==> src/rtl/spi_slave_ctrl_pkg.sv <==
// Shared definitions for the SPI slave controller and its RAM wrapper:
// FSM encodings, default widths and the two-bit command codes.
package spi_slave_ctrl_pkg;

  localparam int unsigned FRAME_W_DEF = 10;
  localparam int unsigned DATA_W_DEF  = 8;
  localparam int unsigned CNT_W       = 4;

  typedef enum logic [2:0] {
    IDLE      = 3'd0,
    CHK_CMD   = 3'd1,
    WRITE     = 3'd2,
    READ_ADD  = 3'd3,
    READ_DATA = 3'd4
  } state_e;

  // Sub-phase of an active transaction: receiving, awaiting RAM data, shifting out, finished
  typedef enum logic [1:0] {
    PH_RX   = 2'd0,
    PH_WAIT = 2'd1,
    PH_TX   = 2'd2,
    PH_DONE = 2'd3
  } phase_e;

  localparam logic [1:0] CMD_WR_ADDR = 2'b00;
  localparam logic [1:0] CMD_WR_DATA = 2'b01;
  localparam logic [1:0] CMD_RD_ADDR = 2'b10;
  localparam logic [1:0] CMD_RD_DATA = 2'b11;

  function automatic logic next_rd_addr_seen(input logic [1:0] cmd, input logic cur);
    logic nxt;
    case (cmd)
      CMD_RD_ADDR: nxt = 1'b1;
      CMD_RD_DATA: nxt = 1'b0;
      CMD_WR_ADDR: nxt = cur;
      CMD_WR_DATA: nxt = cur;
      default:     nxt = cur;
    endcase
    return nxt;
  endfunction

endpackage

==> src/rtl/spi_ram.sv <==
// Single-port RAM driven by decoded SPI frames: address/data writes,
// read-address latch and read strobe returning one byte with tx_valid.
module spi_ram
  import spi_slave_ctrl_pkg::*;
#(
  parameter int unsigned ADDR_W = 8
) (
  input  logic              clk,
  input  logic              rst_n,
  input  logic [ADDR_W+1:0] din,
  input  logic              rx_valid,
  output logic [ADDR_W-1:0] dout,
  output logic              tx_valid
);

  localparam int unsigned DEPTH = 2 ** ADDR_W;

  logic [ADDR_W-1:0] r_mem [DEPTH];
  logic [ADDR_W-1:0] r_wr_addr;
  logic [ADDR_W-1:0] r_rd_addr;
  logic [ADDR_W-1:0] r_dout;
  logic              r_tx_valid;
  logic [1:0]        w_cmd;
  logic [ADDR_W-1:0] w_payload;

  assign w_cmd     = din[ADDR_W+1:ADDR_W];
  assign w_payload = din[ADDR_W-1:0];
  assign dout      = r_dout;
  assign tx_valid  = r_tx_valid;

  // Storage array carries no reset
  always_ff @(posedge clk) begin
    if (rx_valid && (w_cmd == CMD_WR_DATA)) begin
      r_mem[r_wr_addr] <= w_payload;
    end
  end

  // Address latches and read return path
  always_ff @(posedge clk) begin
    if (!rst_n) begin
      r_wr_addr  <= {ADDR_W{1'b0}};
      r_rd_addr  <= {ADDR_W{1'b0}};
      r_dout     <= {ADDR_W{1'b0}};
      r_tx_valid <= 1'b0;
    end else begin
      r_tx_valid <= 1'b0;
      if (rx_valid) begin
        case (w_cmd)
          CMD_WR_ADDR: r_wr_addr <= w_payload;
          CMD_WR_DATA: r_wr_addr <= r_wr_addr;
          CMD_RD_ADDR: r_rd_addr <= w_payload;
          CMD_RD_DATA: begin
            r_dout     <= r_mem[r_rd_addr];
            r_tx_valid <= 1'b1;
          end
          default: r_tx_valid <= 1'b0;
        endcase
      end
    end
  end

endmodule

==> src/rtl/spi_ram_top.sv <==
// SPI-attached RAM: controller front end wired to the single-port RAM.
module spi_ram_top
  import spi_slave_ctrl_pkg::*;
#(
  parameter int unsigned DATA_W = DATA_W_DEF
) (
  input  logic clk,
  input  logic rst_n,
  input  logic SS_n,
  input  logic MOSI,
  output logic MISO
);

  localparam int unsigned FRAME_W = DATA_W + 2;

  logic [FRAME_W-1:0] w_rx_data;
  logic               w_rx_valid;
  logic [DATA_W-1:0]  w_tx_data;
  logic               w_tx_valid;

  spi_slave_ctrl #(
    .FRAME_W (FRAME_W),
    .DATA_W  (DATA_W)
  ) u_ctrl (
    .clk      (clk),
    .rst_n    (rst_n),
    .SS_n     (SS_n),
    .MOSI     (MOSI),
    .MISO     (MISO),
    .rx_data  (w_rx_data),
    .rx_valid (w_rx_valid),
    .tx_data  (w_tx_data),
    .tx_valid (w_tx_valid)
  );

  spi_ram #(
    .ADDR_W (DATA_W)
  ) u_ram (
    .clk      (clk),
    .rst_n    (rst_n),
    .din      (w_rx_data),
    .rx_valid (w_rx_valid),
    .dout     (w_tx_data),
    .tx_valid (w_tx_valid)
  );

endmodule

==> src/rtl/spi_slave_ctrl.sv <==
// SPI slave front end: deserialises 10-bit command frames for the RAM and
// serialises the returned read byte on MISO after a read-data frame.
module spi_slave_ctrl
  import spi_slave_ctrl_pkg::*;
#(
  parameter int unsigned FRAME_W = FRAME_W_DEF,
  parameter int unsigned DATA_W  = DATA_W_DEF
) (
  input  logic               clk,
  input  logic               rst_n,
  input  logic               SS_n,
  input  logic               MOSI,
  output logic               MISO,
  output logic [FRAME_W-1:0] rx_data,
  output logic               rx_valid,
  input  logic [DATA_W-1:0]  tx_data,
  input  logic               tx_valid
);

  localparam logic [CNT_W-1:0] CNT_ZERO = {CNT_W{1'b0}};
  localparam logic [CNT_W-1:0] CNT_ONE  = CNT_W'(1);
  localparam logic [CNT_W-1:0] RX_LAST  = CNT_W'(FRAME_W - 1);
  localparam logic [CNT_W-1:0] TX_LAST  = CNT_W'(DATA_W - 1);

  state_e             r_state;
  state_e             w_state_nxt;
  phase_e             r_phase;
  phase_e             w_phase_nxt;
  logic [CNT_W-1:0]   r_cnt;
  logic [FRAME_W-2:0] r_shift;
  logic [FRAME_W-1:0] r_rx_data;
  logic               r_rx_valid;
  logic [DATA_W-1:0]  r_tx_shift;
  logic               r_miso;
  logic               r_rd_addr_seen;

  logic [FRAME_W-1:0] w_frame_full;
  logic               w_shift_in;
  logic               w_frame_done;
  logic               w_capture;
  logic               w_tx_step;
  logic               w_abort;

  assign w_frame_full = {r_shift, MOSI};
  assign MISO         = r_miso;
  assign rx_data      = r_rx_data;
  assign rx_valid     = r_rx_valid;

  // State and phase registers
  always_ff @(posedge clk) begin
    if (!rst_n) begin
      r_state <= IDLE;
      r_phase <= PH_RX;
    end else begin
      r_state <= w_state_nxt;
      r_phase <= w_phase_nxt;
    end
  end

  // Next-state decode; slave-select release overrides everything else
  always_comb begin
    w_state_nxt  = r_state;
    w_phase_nxt  = r_phase;
    w_shift_in   = 1'b0;
    w_frame_done = 1'b0;
    w_capture    = 1'b0;
    w_tx_step    = 1'b0;
    w_abort      = 1'b0;
    case (r_state)
      IDLE: begin
        w_phase_nxt = PH_RX;
        if (!SS_n) begin
          w_state_nxt = CHK_CMD;
        end else begin
          w_state_nxt = IDLE;
        end
      end
      CHK_CMD: begin
        w_shift_in  = 1'b1;
        w_phase_nxt = PH_RX;
        if (!MOSI) begin
          w_state_nxt = WRITE;
        end else if (r_rd_addr_seen) begin
          w_state_nxt = READ_DATA;
        end else begin
          w_state_nxt = READ_ADD;
        end
      end
      WRITE, READ_ADD, READ_DATA: begin
        case (r_phase)
          PH_RX: begin
            w_shift_in = 1'b1;
            if (r_cnt == RX_LAST) begin
              w_frame_done = 1'b1;
              w_phase_nxt  = (r_state == READ_DATA) ? PH_WAIT : PH_DONE;
            end else begin
              w_phase_nxt = PH_RX;
            end
          end
          PH_WAIT: begin
            if (tx_valid) begin
              w_capture   = 1'b1;
              w_phase_nxt = PH_TX;
            end else begin
              w_phase_nxt = PH_WAIT;
            end
          end
          PH_TX: begin
            w_tx_step = 1'b1;
            if (r_cnt == TX_LAST) begin
              w_phase_nxt = PH_DONE;
            end else begin
              w_phase_nxt = PH_TX;
            end
          end
          PH_DONE: w_phase_nxt = PH_DONE;
          default: w_phase_nxt = PH_DONE;
        endcase
      end
      default: begin
        w_state_nxt = IDLE;
        w_phase_nxt = PH_RX;
      end
    endcase
    if (SS_n && (r_state != IDLE)) begin
      w_abort      = 1'b1;
      w_state_nxt  = IDLE;
      w_phase_nxt  = PH_RX;
      w_shift_in   = 1'b0;
      w_frame_done = 1'b0;
      w_capture    = 1'b0;
      w_tx_step    = 1'b0;
    end else begin
      w_abort = 1'b0;
    end
  end

  // Frame shifter, bit counter, frame output and MISO serializer
  always_ff @(posedge clk) begin
    if (!rst_n) begin
      r_cnt          <= CNT_ZERO;
      r_shift        <= {(FRAME_W-1){1'b0}};
      r_rx_data      <= {FRAME_W{1'b0}};
      r_rx_valid     <= 1'b0;
      r_tx_shift     <= {DATA_W{1'b0}};
      r_miso         <= 1'b0;
      r_rd_addr_seen <= 1'b0;
    end else begin
      r_rx_valid <= 1'b0;
      if (w_abort) begin
        r_cnt      <= CNT_ZERO;
        r_tx_shift <= {DATA_W{1'b0}};
        r_miso     <= 1'b0;
      end else if (w_shift_in) begin
        r_shift <= w_frame_full[FRAME_W-2:0];
        if (w_frame_done) begin
          r_cnt          <= CNT_ZERO;
          r_rx_data      <= w_frame_full;
          r_rx_valid     <= 1'b1;
          r_rd_addr_seen <= next_rd_addr_seen(w_frame_full[FRAME_W-1 -: 2], r_rd_addr_seen);
        end else begin
          r_cnt <= r_cnt + CNT_ONE;
        end
      end else if (w_capture) begin
        // MSB goes straight out so it appears the cycle after capture
        r_miso     <= tx_data[DATA_W-1];
        r_tx_shift <= {tx_data[DATA_W-2:0], 1'b0};
        r_cnt      <= CNT_ZERO;
      end else if (w_tx_step) begin
        if (r_cnt == TX_LAST) begin
          r_miso     <= 1'b0;
          r_tx_shift <= {DATA_W{1'b0}};
          r_cnt      <= CNT_ZERO;
        end else begin
          r_miso     <= r_tx_shift[DATA_W-1];
          r_tx_shift <= {r_tx_shift[DATA_W-2:0], 1'b0};
          r_cnt      <= r_cnt + CNT_ONE;
        end
      end
    end
  end

endmodule

==> config.mk <==
export PLATFORM = sky130hd
export DESIGN_NAME = spi_ram_top
export DESIGN_NICKNAME = d
export VERILOG_FILES = /design/src/rtl/spi_slave_ctrl_pkg.sv /design/src/rtl/spi_ram.sv /design/src/rtl/spi_ram_top.sv /design/src/rtl/spi_slave_ctrl.sv
export SDC_FILE = /design/constraint.sdc
export NUM_CORES = 2
export LEC_CHECK = 0
export ABC_AREA = 1
export BUFFER_PORTS_ARGS = -buffer_cell sky130_fd_sc_hd__buf_2
export CAP_MARGIN = 15
export CORE_MARGIN = 5
export CORE_UTILIZATION = 60
export DETAILED_ROUTE_END_ITERATION = 8
export GPL_ROUTABILITY_DRIVEN = 0
export PLACE_DENSITY = 0.74
export SYNTH_ARGS = -nofsm -noshare
export SYNTH_HDL_FRONTEND = slang
export SYNTH_HIERARCHICAL = 1
export SYNTH_SLANG_ARGS = --single-unit
==> constraint.sdc <==
create_clock -name clk -period 4.8 [get_ports clk]
set_input_delay 0.24 -clock clk [delete_from_list [all_inputs] [get_ports clk]]
set_output_delay 0.24 -clock clk [all_outputs]
set_load 0.02 [all_outputs]
==> key figures <==
Synth
  • Synthesized instance count: 7,318
  • Seq/Total Area, Yosys: 0.7316
  • Yosys reg bits: 2,111
  • Top-area cell type share of the netlist area: 0.7169
  • Area contributors post-synth: edfxtp_1 72%, nand3_1 12%, nand2_1 9.5%, buf_2 1.5%, dfxtp_1 1.5%
  • Post-Syn Area: 0.08579 mm^2
  • Synth area leader: edfxtp_1
  • Mapped Nets: 7,324
  • Synth warnings: 6
  • Unique masters post-synth: 33
  • Avg Cell Area, Syn: 11.72 um^2

Setup path
  • Endpoint class of the critical path: flip-flop
  • Worst R2R End: u_ram/dout[5]
  • Crit path arrival time: 4.49 ns
  • Reg2reg setup slack: 1.09 ns
  • WS Path Type: reg -> reg
  • Worst setup SP type: flip-flop
  • Worst R2R Start: u_ram/r_rd_addr[0]
  • Critical path peak fanout: 261
  • Crit path required time: 5.58 ns
  • Worst Reg-to-Reg Cells: 14

Hold path
  • HP Start: rst_n
  • Hold path depth: 3
  • Worst Hold Class: in -> reg
  • Hold EP: u_ram/tx_valid

Global routing
  • Grt ovf: 0
  • Total track usage: 0.2906
  • Initial antenna violation count: 4
  • Vias in the first global route: 54,003
  • First-pass GRT wire length: 335,100 um
  • Largest net degree at the start of global routing: 262

STA
  • Max-slew violation count: 0
  • Max_slew headroom: 0.1505
  • Worst hold margin: 0.06785 ns
  • Tmin final: 3.707 ns
  • Crit share post-route: 0.7722
  • Total negative setup slack: 0 ns
  • Worst-Margin Slew: 1.274 ns
  • Max frequency: 269.8 MHz
  • # setup viols final: 0
  • RSZ-0062 raised after global routing: no
  • Setup Skew: 0.02582 ns
  • Final hold vios: 0

Routing
  • Total Wirelength: 223,600 um
  • Initial drt markers: 8,541
  • Per-cell routed wire length: 24.32 um
  • Vias: 57,819
  • Vias per inst: 6.289
  • Antenna-violating nets left: 0
  • Drt pass-1 iters: 7
  • Detailed-route DRC error count: 0

Die
  • Die ar.: 0.1506 mm^2
  • Die H: 388.1 um
  • Die X: 388.1 um
  • Ports: 5
  • Initial Utilization: 0.6052
  • # rows: 138
  • Core Area: 0.1418 mm^2

Clock network
  • Clk sinks: 2,111
  • Max clock buf depth: 3
  • TritonCTS clock tree: built
  • H-tree depth: 4
  • TritonCTS Buffers: 203
  • Clk pin slew, worst setup/hold paths: 0.06 ns
  • Worst-Skew Late Latency: 0.83 ns
  • Root Driver: clkbuf_16
  • Post-CTS resize count: 0
  • Setup repair bufs after CTS: 0

Placement
  • IO Port Bufs: 4
  • Detail Placement HPWL: 122,000 um

Power
  • Pwr per Cell Area: 380.7 mW/mm^2
  • P_leak: 0.03104 uW
  • Peak supply drop: 0.3356 mV

Job
  • Max_cap viols: 0

Cells and area
  • FF+latch area: 0.06281 mm^2
  • Layout cells sized above 1: 0.05728
  • Area occupied by multi-input gates: 0.02021 mm^2
  • Area delta synth->final: 8.894%
  • Final net count: 7,129
  • Layout fillers: 10,052

Status
  • Status: completed
==> where the power goes <==
group / internal (uW) / switching (uW)
Sequential: 19900 / 11.9
Combinational: 24.6 / 55.3
Clock: 8860 / 6720
Total: 28800 / 6780
==> final cells by class <==
type | instances | share of cell area
diodes | 7 | 0.0001875
clock buffers | 263 | 0.05867
clock inverters | 116 | 0.01118
inverters | 86 | 0.003924
multi-input cells | 4628 | 0.2164
flip-flops and latches | 2111 | 0.6723
well taps | 1890 | 0.02531
repair buffers | 93 | 0.01200
==> synthesized netlist by cell type <==
cell type and count:
o21ai_1 2, inv_2 2, inv_1 78, buf_2 260
clkinv_2 1, nand2_1 2162, buf_6 7, nor3b_2 1
nand2_2 5, buf_1 34, o21a_1 8, nor2_1 303
nor3_2 1, nand4_1 3, nand2_4 2, o21ai_0 38
clkbuf_1 121, a21oi_2 1, edfxtp_1 2048, inv_4 2
xor2_1 2, buf_4 71, clkinv_1 3, nor2_2 2
ha_1 2, a21oi_1 38, nand3_2 2, o21bai_1 1
nor3_1 1, nand3_4 2, a31oi_1 2, dfxtp_1 63
nand3_1 2050
==> placed cells by master, fill, tap and decap left out, types with 2 or more instances in the layout <==
cell type / count
clkinv_4: 2
nand3_2: 2
dfxtp_1: 50
inv_2: 3
buf_12: 34
clkbuf_1: 47
a31oi_1: 2
buf_2: 4
ha_1: 2
inv_1: 76
diode_2: 7
bufinv_16: 15
o21a_1: 8
clkbuf_16: 207
buf_4: 52
nand2_1: 2157
nand2_4: 2
inv_16: 3
dlygate4sd3_1: 3
edfxtp_1: 2048
clkinv_1: 48
inv_8: 2
clkinvlp_4: 4
xor2_1: 2
o21ai_0: 38
dfxtp_4: 12
clkinv_2: 37
o21ai_1: 2
nand3_4: 2
nand3_1: 2050
clkinv_8: 6
inv_6: 4
nand4_1: 3
nand2_2: 10
nor2_2: 2
a21oi_1: 38
nor2_1: 303
clkbuf_8: 9
==> worst max-delay path by stage <==
stage	start	end	slack, ns	cells after the start
global route	u_ram/r_rd_addr[0]	u_ram/dout[5]	1.00	14
global placement	u_ram/r_rd_addr[1]	u_ram/dout[0]	1.33	13
floorplan	u_ctrl/rx_data[7]	u_ram/r_mem[0][7]	0.51	0
finish	u_ram/r_rd_addr[0]	u_ram/dout[5]	1.09	14
detailed placement	u_ram/r_rd_addr[1]	u_ram/dout[5]	1.32	13
CTS	u_ram/r_rd_addr[0]	u_ram/dout[5]	1.32	14
==> flip-flops by register name, summed over array words and instances, names as in the netlist, 3 cells and up <==
name / flops
u_ram/r_rd_addr: 8
u_ctrl/r_state: 3
u_ram/r_wr_addr: 8
u_ctrl/r_tx_shift: 7
u_ctrl/r_cnt: 4
u_ctrl/r_shift: 9
u_ram/dout: 8
u_ctrl/rx_data: 10
u_ram/r_mem: 2048
==> per-stage QoR <==
stage	instances	setup WS (ns)	utilization	area (um^2)	power, uW
2_1_floorplan	7318	0.5132	-	85790	20360
3_3_place_gp	8805	1.330	0.6126	86840	20370
3_5_place_dp	8805	1.323	0.6126	86840	20380
4_1_cts	9187	1.318	0.6589	93400	35700
5_1_grt	9187	1.004	0.6589	93400	36520
6_report	9194	1.093	0.6590	93420	35570
==> worst max-delay path, stage by stage, from the launching register on <==
cell	delay [ns]
dfxtp_4	0.44
inv_16	0.63
buf_4	0.58
nand2_1	0.12
nand3_1	0.10
nand3_1	0.10
nand3_1	0.12
nand3_1	0.14
nand3_1	0.26
nand3_1	0.28
nand2_1	0.20
nand2_1	0.11
nand3_1	0.13
nand2_1	0.07
inv_1	0.05
==> logic make-up after synthesis <==
| group | count (synthesis) | synth area share |
|---|---|---|
| and+or+nand+nor | 4534 | 0.2294 |
| DFF | 2111 | 0.7316 |
| buffers and inverters | 579 | 0.03292 |
| AOI/OAI and AO/OA | 90 | 0.005586 |
| xor gates and xnor gates | 2 | 0.0002042 |
| adders and majority gates | 2 | 0.0002917 |
==> timing repair <==
action / in CTS / in global routing
hold buffers: 3 / 0
endpoints found under the hold margin: 21 / 0
setup endpoints to repair: 0 / 0
==> routing by layer <==
| metal | track usage | vias up | share of wire |
|---|---|---|---|
| met3 | 0.05916 | 530 | 0.11 |
| met2 | 0.4473 | 3692 | 0.46 |
| met4 | 0.1181 | 0 | 0.042 |
| li1 | - | 25537 | - |
| met5 | 0 | - | 0 |
| met1 | 0.4129 | 28060 | 0.38 |
No activity file was read; power rests on OpenSTA's default activity.
